--- src/rtl/fetch_unit.sv ---
// Instruction fetch stage: owns the PC, keeps one word read outstanding and
// buffers returned words in a small FIFO whose head drives decode directly.
module fetch_unit #(
  parameter logic [31:0] PC_RESET  = 32'h8002_0000,
  parameter int          BUF_DEPTH = 2
) (
  input  logic        clock,
  input  logic        reset,
  input  logic        stall,
  input  logic        redirect,
  input  logic [31:0] redirect_pc,
  output logic        mem_req,
  output logic [31:0] mem_addr,
  input  logic        mem_ack,
  input  logic [31:0] mem_rdata,
  output logic        insn_valid,
  output logic [31:0] insn_out,
  output logic [31:0] pc_out
);
  localparam int PW = (BUF_DEPTH > 2) ? 2 : 1;
  localparam int CW = 3;

  typedef enum logic [1:0] {S_IDLE, S_REQ, S_DRAIN} state_t;

  state_t        r_state;
  logic [31:0]   r_fetch_pc;
  logic [31:0]   r_drain_addr;
  logic [31:0]   r_insn [BUF_DEPTH];
  logic [31:0]   r_pc   [BUF_DEPTH];
  logic [PW-1:0] r_rd;
  logic [PW-1:0] r_wr;
  logic [CW-1:0] r_count;

  logic          w_pop;
  logic          w_push;
  logic          w_issue;
  logic [CW-1:0] w_count_next;
  logic [31:0]   w_redir_pc;

  function automatic logic [PW-1:0] f_inc(input logic [PW-1:0] p);
    return (p == PW'(BUF_DEPTH - 1)) ? '0 : p + 1'b1;
  endfunction

  assign w_redir_pc   = redirect_pc & ~32'h3;
  assign w_pop        = (r_count != '0) && !stall && !redirect;
  assign w_push       = (r_state == S_REQ) && mem_ack && !redirect;
  assign w_count_next = redirect ? '0 : r_count + CW'(w_push) - CW'(w_pop);
  // Only launch when a slot is guaranteed for the returning word, so
  // mem_rdata never needs backpressure.
  assign w_issue      = ({1'b0, w_count_next} + 4'd1) <= 4'(BUF_DEPTH);

  always_ff @(posedge clock or posedge reset) begin
    if (reset) begin
      r_rd    <= '0;
      r_wr    <= '0;
      r_count <= '0;
    end else begin
      r_count <= w_count_next;
      if (redirect) begin
        r_rd <= '0;
        r_wr <= '0;
      end else begin
        if (w_pop)  r_rd <= f_inc(r_rd);
        if (w_push) r_wr <= f_inc(r_wr);
      end
    end
  end

  always_ff @(posedge clock) begin
    if (w_push) begin
      r_insn[r_wr] <= mem_rdata;
      r_pc[r_wr]   <= r_fetch_pc;
    end
  end

  always_ff @(posedge clock or posedge reset) begin
    if (reset) begin
      r_state      <= S_IDLE;
      r_fetch_pc   <= PC_RESET;
      r_drain_addr <= '0;
    end else begin
      case (r_state)
        S_IDLE: begin
          if (redirect) begin
            r_fetch_pc <= w_redir_pc;
            r_state    <= S_REQ;
          end else if (w_issue) begin
            r_state    <= S_REQ;
          end
        end
        S_REQ: begin
          if (mem_ack) begin
            if (redirect) begin
              r_fetch_pc <= w_redir_pc;
            end else begin
              r_fetch_pc <= r_fetch_pc + 32'd4;
              r_state    <= w_issue ? S_REQ : S_IDLE;
            end
          end else if (redirect) begin
            // Request already on the bus: keep presenting it until acked.
            r_drain_addr <= r_fetch_pc;
            r_fetch_pc   <= w_redir_pc;
            r_state      <= S_DRAIN;
          end
        end
        S_DRAIN: begin
          if (redirect) r_fetch_pc <= w_redir_pc;
          if (mem_ack)  r_state    <= S_REQ;
        end
        default: r_state <= S_IDLE;
      endcase
    end
  end

  assign mem_req    = (r_state != S_IDLE);
  assign mem_addr   = (r_state == S_DRAIN) ? r_drain_addr : r_fetch_pc;
  assign insn_valid = (r_count != '0);
  assign insn_out   = insn_valid ? r_insn[r_rd] : 32'h0;
  assign pc_out     = insn_valid ? r_pc[r_rd]   : 32'h0;
endmodule

--- config.mk ---
export PLATFORM = sky130hd
export DESIGN_NAME = fetch_unit
export DESIGN_NICKNAME = d
export VERILOG_FILES = /design/src/rtl/fetch_unit.sv
export SDC_FILE = /design/constraint.sdc
export NUM_CORES = 1
export LEC_CHECK = 0
export ABC_AREA = 1
export CAP_MARGIN = 20
export CELL_PAD_IN_SITES_DETAIL_PLACEMENT = 1
export CELL_PAD_IN_SITES_GLOBAL_PLACEMENT = 1
export CORE_MARGIN = 8
export CORE_UTILIZATION = 43
export DETAILED_ROUTE_END_ITERATION = 6
export PLACE_DENSITY_LB_ADDON = 0.1
export SKIP_LAST_GASP = 1
export SLEW_MARGIN = 40
export SYNTH_ARGS = -nofsm -noshare
export SYNTH_HDL_FRONTEND = slang
export SYNTH_SLANG_ARGS = --single-unit
export TNS_END_PERCENT = 10
--- constraint.sdc ---
create_clock -name clock -period 6.8 [get_ports clock]
set_clock_uncertainty 0.1 [all_clocks]
set_input_delay 1.02 -clock clock [delete_from_list [all_inputs] [get_ports clock]]
set_output_delay 1.02 -clock clock [all_outputs]
set_load 0.05 [all_outputs]
After elaboration in Yosys (flattened, before gate mapping) --
Memory sizes are Yosys's and may differ from the RTL's. Index checks and enable logic that the tools add are counted.
Word-level totals: bits in registers 71, bits in writable memories 128, output and inout bits 98, word-level logic and storage cells 61, memories kept 2
Memory list:
- r_insn | words 2, bits a word 32, read ports 1, clocked after memory_dff 0, wr ports 1, line 28 | logic [31:0] r_insn [BUF_DEPTH];
- r_pc | words 2, bits a word 32, read ports 1, clocked after memory_dff 0, wr ports 1, line 29 | logic [31:0] r_pc [BUF_DEPTH];
Cells by class: $add $sub $neg 6, magnitude comparators 1, equal/unequal tests 6, mux-type cells 24, bitwise operators 1, reductions and logical operators 15
Operators by type and width (number):
- $mux 32 | 6
- $pmux 32 s2 | 1
- $add 32x3->32 const B | 1
- $mux 2 | 6
- $mux 1 | 9
- $ne 3x3->1 const B | 3
- $reduce_bool 2->1 | 4
- $pmux 2 s3 | 1
- $add 3x1->4 const B | 1
- $le 4x2->1 const B | 1
- $logic_and 1x1->1 | 4
- $reduce_and 4->1 | 1
- $add 3x1->3 | 1
- $mux 3 | 1
- $reduce_and 3->1 | 1
- $reduce_bool 3->1 | 1
- $sub 3x1->3 | 1
- $add 1x1->1 const B | 2
- $eq 2x1->1 const B | 1
- $eq 2x2->1 const B | 1
- $logic_not 1->1 | 2
- $logic_not 2->1 | 1
- $ne 2x2->1 const B | 1
- $reduce_or 2->1 | 1
- $not 1->1 | 1

Longest topological paths before layout --
Gate-level depths: netlist of the first run.
depth in word-level cells 12, depth in mapped cells 18, depth with buffers taken out 18

Worst setup path after synthesis of the first run --
Ideal clock, no wire load.
path kind input to register, start in mem_ack, end mem r_insn[0][0] (enable), arrival 4174 ps, data required time 6213 ps, setup slack 2040 ps, stages 5, path buffers 1, cell sequence buf_2 nand2_1 inv_1 nand2_1 nor2_1
Between the ends: word-level cells in the longest chain between the ends 4
Ends and longest elaborated chain:
- start, declared | line 14 | input logic mem_ack,
- $logic_and 1x1->1 (2 in a row) | line 46 | assign w_push = (r_state == S_REQ) && mem_ack && !redirect;
- $mux 1 | line 70 | if (w_push) begin
- $mux 1 (not written as such) | line 71 | r_insn[r_wr] <= mem_rdata;
- end, declared | line 28
Every way passes these cells.

Worst setup path after layout of the first run --
start reg r_rd, end out insn_out[20]
Between the ends: word-level cells in the longest chain between the ends 2
Ends and longest elaborated chain:
- start, declared | line 30 | logic [PW-1:0] r_rd;
- start signal, assigned | line 63 | if (w_pop) r_rd <= f_inc(r_rd);
- $mem_v2 2x32
- $mux 32 | line 118 | assign insn_out = insn_valid ? r_insn[r_rd] : 32'h0;
- end, declared | line 17 | output logic [31:0] insn_out,
Every way passes these cells.

==> key figures, run 1 <==
Global routing
  • Overall Global Routing Usage: 0.2006
  • Initial antenna violation count: 0
  • Pin count of the biggest net entering global routing: 72
  • First-pass GRT wire length: 44680 um
  • Vias in the first global route: 8478
  • Grt total ovfl: 0

Detailed routing
  • Total wire length: around 27000 um
  • Initial DRT Pass Iterations: 4
  • Post-route ant nets: 0
  • 1st-iter DRT viols: between 400 and 500
  • DR WL/cell: about 17 um
  • Via count: 8012
  • # DRC: 0
  • Vias per inst: between 5 and 6

Timing
  • Least-Margin Pin Slew: 0.7301 ns
  • Final hold violations: 0
  • Slew margin rel.: 0.5132
  • Final period utilization: 0.6655
  • Final worst path period need: between 4 and 5 ns
  • Final max-slew violation count: 0
  • Max frequency: around 0.22 GHz
  • Setup violators final: 0
  • Hold_ws: 0.3934 ns
  • RSZ-0062 raised after global routing: false
  • Post-Route Setup TNS: 0 ns

Synth
  • Synthesized area: a little under 10000 um^2
  • Yosys reg bits: 199
  • Synth Warn #: 0
  • Synth area leader: edfxtp_1
  • Net count after synthesis: 1230
  • Seq/Total Area, Yosys: 0.5756
  • Avg Inst Size Synth: 8.443 um^2
  • Area contributors post-synth: edfxtp_1 39%, dfrtp_1 18%, nand2_1 17%
  • Yosys top cell area share: 0.3935
  • Synth cell types: 40
  • Cells after Synth: 1157

Critical path
  • Crit-path slowest cell: clkdlybuf4s50_1
  • Worst-path fanout max: 65
  • Critical Path Source Type: flop
  • WP buf/inv: 5
  • Most numerous cell on the critical path: nand2_1
  • CP peak stage delay: 0.81 ns
  • WS Path Type: reg -> out
  • Critical path cell sequence: buf_4 > inv_2 > buf_4 > nand2_1 > nand2_1 > nand2_1 > inv_1 > clkdlybuf4s50_1
  • Delay-heaviest family, CP: buffers and inverters
  • Worst path required time: 5.68 ns
  • Worst setup EP type: output port
  • Worst EP arrival: 3.41 ns

Finish
  • Ant diodes: 0
  • Area Overhead vs Synth: 25.11%
  • Final Util: 0.5431
  • Share of cells above drive strength 1: 0.06017
  • Filler cell count: 2656
  • # nets final: 1373

Clock network
  • Hold_buf cts: 0
  • Clk_lat worst skew: 0.44 ns
  • Root Driver: clkbuf_16
  • Worst-path clk slew: 0.08 ns
  • Clk buf depth: 2
  • Cts bufs inserted: 17
  • Sink Count: a little under 200
  • Post-CTS Resized: 0
  • Setup Fix Bufs, Post-CTS: 0
  • CTS tree: built
  • H-tree depth: 4

Power
  • Lkg Pwr: 5.624 nW
  • Power Density: ~500 nW/um^2
  • Power Total: approximately 6.1 mW
  • Maximum vdd ir drop: 0.0002460 V

Die
  • Initial Utilization: 0.4341
  • Total die area: 27800 um^2
  • Ports: roughly 170
  • Core ar.: 22500 um^2
  • Die height: about 170 um
  • Die X: 166.7 um
  • Row count: 55

Run status
  • Run status: completed

Placement
  • Placed wire-length estimate: 19200 um
  • GP Congestion: approximately 0.83
  • Port Buffers: 164

Job
  • Number of max-cap violations: 0

Worst hold path
  • Hold WC Path Type: reg -> reg
[cell usage after synthesis (all sizes together)]
cell type	count
dfstp	2
o211ai	1
clkinv	1
nand3b	4
o32ai	2
nand4	9
o22ai	5
nor2	115
xor2	2
dfrtp	69
o21ai	55
inv	144
a21oi	52
a31oi	6
nand2	446
buf	31
o21bai	2
o2111ai	1
clkbuf	19
nand3	49
ha	3
edfxtp	128
fa	1
nor3	7
a22oi	3
[state kept, by name (all words and copies together), names as in the netlist]
name          flops
r_count           3
r_drain_addr     32
r_fetch_pc       32
r_insn           64
r_pc             64
r_rd              1
r_state           2
r_wr              1
[layout by cell type (no fill, tap or decap), types with 2 or more instances in the layout]
| master | Yosys | layout |
|---|---|---|
| nand2_1 | 441 | 440 |
| clkdlybuf4s50_1 | 0 | 163 |
| inv_1 | 140 | 137 |
| edfxtp_1 | 128 | 128 |
| nor2_1 | 103 | 101 |
| dfrtp_1 | 69 | 68 |
| a21oi_1 | 51 | 51 |
| o21ai_0 | 50 | 50 |
| nand3_1 | 45 | 45 |
| clkbuf_16 | 0 | 17 |
| nand4_1 | 9 | 9 |
| nor2_4 | 6 | 8 |
| inv_2 | 4 | 7 |
| a31oi_1 | 6 | 6 |
| nor3_1 | 6 | 6 |
| buf_4 | 1 | 6 |
| nand2_2 | 5 | 5 |
| o21ai_1 | 5 | 5 |
| nor2_2 | 5 | 5 |
| o22ai_1 | 5 | 5 |
| clkinv_4 | 0 | 5 |
| nand3b_1 | 4 | 4 |
| inv_8 | 0 | 4 |
| nand3_2 | 3 | 3 |
| a22oi_1 | 3 | 3 |
| ha_1 | 3 | 3 |
| xor2_1 | 2 | 2 |
| o32ai_1 | 2 | 2 |
| o21bai_1 | 2 | 2 |
| inv_6 | 0 | 2 |
| clkinvlp_4 | 0 | 2 |
| buf_12 | 0 | 2 |
| dfstp_2 | 2 | 2 |
[worst paths after layout]
kind	cells after the start	slack (ns)	endpoint	startpoint
max	8	2.27	insn_out[20]	r_rd
min	2	0.39	r_drain_addr[15]	r_drain_addr[15]
max reg2reg	14	3.21	r_state[0]	r_state[0]
min reg2reg	2	0.39	r_drain_addr[15]	r_drain_addr[15]
max in group asynchronous	3	5.08	r_rd	reset
min in group asynchronous	3	0.99	r_drain_addr[0]	reset
[metrics by stage]
step                      cell area (um^2)  instances  worst slack (ns)
after floorplan                       9768       1157             2.040
after global placement               11600       1564             2.508
after detailed placement             11640       1566             2.386
after CTS                            12220       1598             2.191
after global routing                 12220       1598             1.996
final                                12220       1598             2.275
[power breakdown]
part / internal, mW / switching, mW / total, mW / leakage [nW]
Clock: 0.492 / 0.509 / 1.00 / 0.278
Sequential: 1.57 / 0.228 / 1.80 / 2.03
Combinational: 0.956 / 2.35 / 3.30 / 3.31
[layer usage]
metal	global-route usage	vias to the layer above	share of wire
li1	-	3954	-
met1	0.2633	3868	0.47
met2	0.3397	169	0.48
met3	0.03783	21	0.039
met4	0.04505	0	0.0094
met5	0	-	0
[tightest hold or removal path, delay by kind of cell (launching register included)]
kind             cells  cell delay (ns)
AND/OR/NAND/NOR      1             0.05
flip-flops           1             0.35
AO/OA/AOI/OAI        1             0.06
[cell type report]
| type | count | area (um^2) | share of cell area |
|---|---|---|---|
| sequential | 199 | 5624 | 0.4602 |
| multi-input combinational | 763 | 3368 | 0.2756 |
| timing repair buffer | 174 | 1748 | 0.1430 |
| inverter | 145 | 544.3 | 0.04454 |
| clock buffer | 17 | 425.4 | 0.03481 |
| tap | 285 | 356.6 | 0.02918 |
| clock inverter | 15 | 153.9 | 0.01259 |
[logic make-up after synthesis]
group                      Yosys count  share of synthesized area
and+or+nand+nor                    630                     0.2653
DFF                                199                     0.5756
buffers and inverters              195                    0.08185
AOI/OAI and AO/OA                  127                    0.06955
adders and majority gates            4                   0.005893
xor gates and xnor gates             2                   0.001794
Note: power is estimated with default switching activity, not from simulation.
==> run 2, diff against run 1 <==
CORE_UTILIZATION = 40   (was 43)
clock period = 4.3 ns   (was 6.8 ns; I/O delays follow)
==> run 2 against run 1 <==
Against the previous run:
- cell area grew 0.68%
- sequential power is 60% higher
- via count about the same
- combinational power rose by 58%
- largest cell class unchanged
- die area grew 6.8%
- largest power group unchanged
- critical endpoint is now mem_addr[10]
- worst hold slack worse by 0.040 ns
- non-clock buffer count increased by 4
- setup slack worse by 1.8 ns
- global-route usage decreased by 0.92 points
- clock power is 55% higher
- cell count is 2.6% higher
==> key figures, run 2 (synthesized netlist as in run 1, its figures left out) <==
Finish
  • Ant diodes: 0 (unchanged)
  • Biggest regs: r_insn x64, r_pc x64
  • Share of cells above drive strength 1: 0.06155 (+0.001383)
  • Filler cell count: 2832 (+6.6%)
  • Most common cell after layout, fill and taps aside: nand2_1
  • Area Overhead vs Synth: 25.95%
  • Most frequent cells in the layout: 440 x nand2_1, 163 x clkdlybuf4s50_1, 137 x inv_1
  • Post-Layout Cell Count: 1640 (+2.6%)
  • # nets final: 1377 (+0.29%)

Detailed routing
  • Post-route ant nets: 0 (unchanged)
  • 1st-iter DRT viols: 477 (+7.7%)
  • DR WL/cell: 16.91 um (-1.5%)
  • Initial DRT Pass Iterations: 4 (unchanged)
  • Via count: 8009 (-0.037%)
  • Total wire length: 27740 um (+1.1%)
  • Vias per inst: 4.884 (-2.6%)
  • # DRC: 0 (unchanged)

Clock network
  • H-tree depth: 4 (unchanged)
  • Cts bufs inserted: 17 (unchanged)
  • CTS tree: built
  • Root Driver: clkbuf_16
  • Sink Count: 199 (unchanged)
  • Setup Fix Bufs, Post-CTS: 0 (unchanged)
  • Clk_lat worst skew: 0.44 ns (about the same)
  • Clk buf depth: 2 (unchanged)
  • Post-CTS Resized: 0 (unchanged)
  • Hold_buf cts: 0 (unchanged)
  • Worst-path clk slew: 0.08 ns (about the same)

Global routing
  • Initial antenna violation count: 0 (unchanged)
  • First-pass GRT wire length: 44250 um (-0.96%)
  • Pin count of the biggest net entering global routing: 65 (-9.7%)
  • Vias in the first global route: 8288 (-2.2%)
  • Grt total ovfl: 0 (unchanged)
  • Overall Global Routing Usage: 0.1914 (-0.009196)

Job
  • Number of max-cap violations: 0 (unchanged)

Timing
  • Final hold violations: 0 (unchanged)
  • Slew margin rel.: 0.5099 (-0.003357)
  • RSZ-0062 raised after global routing: false
  • Setup violators final: 0 (unchanged)
  • Hold_ws: 0.3533 ns (-0.04013 ns)
  • Max frequency: 0.2628 GHz
  • PnR worst setup slack: 0.4949 ns (-1.780 ns)
  • Final max-slew violation count: 0 (unchanged)
  • Least-Margin Pin Slew: 0.7334 ns (+0.003260 ns)
  • Final worst path period need: 3.805 ns
  • Final period utilization: 0.8849

Power
  • NetSw: 4.856 mW (+57%)
  • Power Density: 785.1 nW/um^2 (+57%)
  • Internal power: 4.803 mW (+59%)
  • Comb pwr share: 0.541 (about the same)
  • Clk network pwr share: 0.160 (-0.004)
  • Power Total: 9.659 mW (+58%)
  • Lkg Pwr: 5.641 nW (+0.30%)
  • Maximum vdd ir drop: 0.0003952 V (+61%)
  • Sw Ratio: 0.5028 (-0.002582)
  • Sequential share of power: 0.299 (+0.004)

Critical path
  • Critical Path Source Type: flop
  • Delay-heaviest family, CP: buffers and inverters
  • Worst path required time: 3.56 ns (-2.12 ns)
  • CP peak stage delay: 0.84 ns (+0.03 ns)
  • WS Path Type: reg -> out
  • Worst setup EP type: output port
  • Worst EP arrival: 3.06 ns (-0.35 ns)
  • Critical path cell sequence: inv_2 > nand2_2 > buf_12 > nor2_1 > a21oi_1 > clkdlybuf4s50_1
  • Crit-path slowest cell: clkdlybuf4s50_1
  • WP buf/inv: 3 (-2)
  • Worst-path fanout max: 35 (-46%)

Placement
  • Cells after DPL: 1609 (+2.7%)
  • Port Buffers: 164 (unchanged)
  • Placed wire-length estimate: 19560 um (+1.9%)
  • GP Congestion: 0.8450 (+2.0%)
  • Pre-CTS WS: 0.9091 ns (-1.477 ns)

Run status
  • Run status: completed

Die
  • Ports: 167 (unchanged)
  • Die X: 172.3 um (+3.3%)
  • Initial Utilization: 0.4040 (-0.03006)
  • Core ar.: 24180 um^2 (+7.4%)
  • Total die area: 29680 um^2 (+6.8%)
  • Row count: 57 (+3.6%)
  • Die height: 172.3 um (+3.3%)

Worst hold path
  • Hold WC Path Type: in -> async
-- run 2: cell count changes in the layout (fill, tap and decap cells not counted), sizes merged --
cell / change
buf: +4
clkinv: -1
clkinvlp: -1
inv: +1
-- run 2: final timing paths --
path / to / slack (ns) / startpoint / depth (start not counted)
setup / recovery: mem_addr[10] / 0.49 / r_state[0] / 6
setup reg to reg: r_state[0] / 1.05 / r_state[0] / 15
min in group clock: r_drain_addr[14] / 0.39 / r_drain_addr[14] / 2
max in group asynchronous: r_fetch_pc[31] / 2.91 / reset / 3
hold reg to reg: r_drain_addr[14] / 0.39 / r_drain_addr[14] / 2
hold / removal: r_drain_addr[6] / 0.35 / reset / 2
-- run 2: metal layers --
metal | GRT usage | vias to the layer above | routed length [um]
met2 | 0.3185 | 162 | 13050
met5 | 0 | - | 0
met1 | 0.2598 | 3868 | 13170
met3 | 0.02626 | 25 | 1141
met4 | 0.04910 | 0 | 386
li1 | - | 3954 | -
-- run 2: stage by stage --
step | instance area [um^2] | utilization | setup TNS [ns]
after floorplan | 9768 | - | -10.92
after global placement | 11740 | 0.4856 | 0
after detailed placement | 11740 | 0.4856 | 0
after CTS | 12300 | 0.5089 | 0
after global routing | 12300 | 0.5089 | 0
final | 12300 | 0.5089 | 0
-- run 2: area by class of cell --
class | count | area, um^2 | share of cell area
Sequential cell | 199 | 5624 | 0.4571
Multi-Input combinational cell | 763 | 3363 | 0.2734
Timing Repair Buffer | 178 | 1804 | 0.1466
Inverter | 145 | 544.3 | 0.04424
Clock buffer | 17 | 425.4 | 0.03458
Tap cell | 324 | 405.4 | 0.03295
Clock inverter | 14 | 136.4 | 0.01109
-- run 2: power by group through the flow --
| stage | clock [mW] | combinational [mW] | sequential (mW) |
|---|---|---|---|
| after global routing | 1.64 | 5.67 | 2.94 |
| after CTS | 1.58 | 5.32 | 2.88 |
| after global placement | 0 | 5.21 | 2.90 |
| final | 1.55 | 5.23 | 2.88 |
| after detailed placement | 0 | 5.29 | 2.92 |
| after floorplan | 0 | 3.60 | 2.75 |
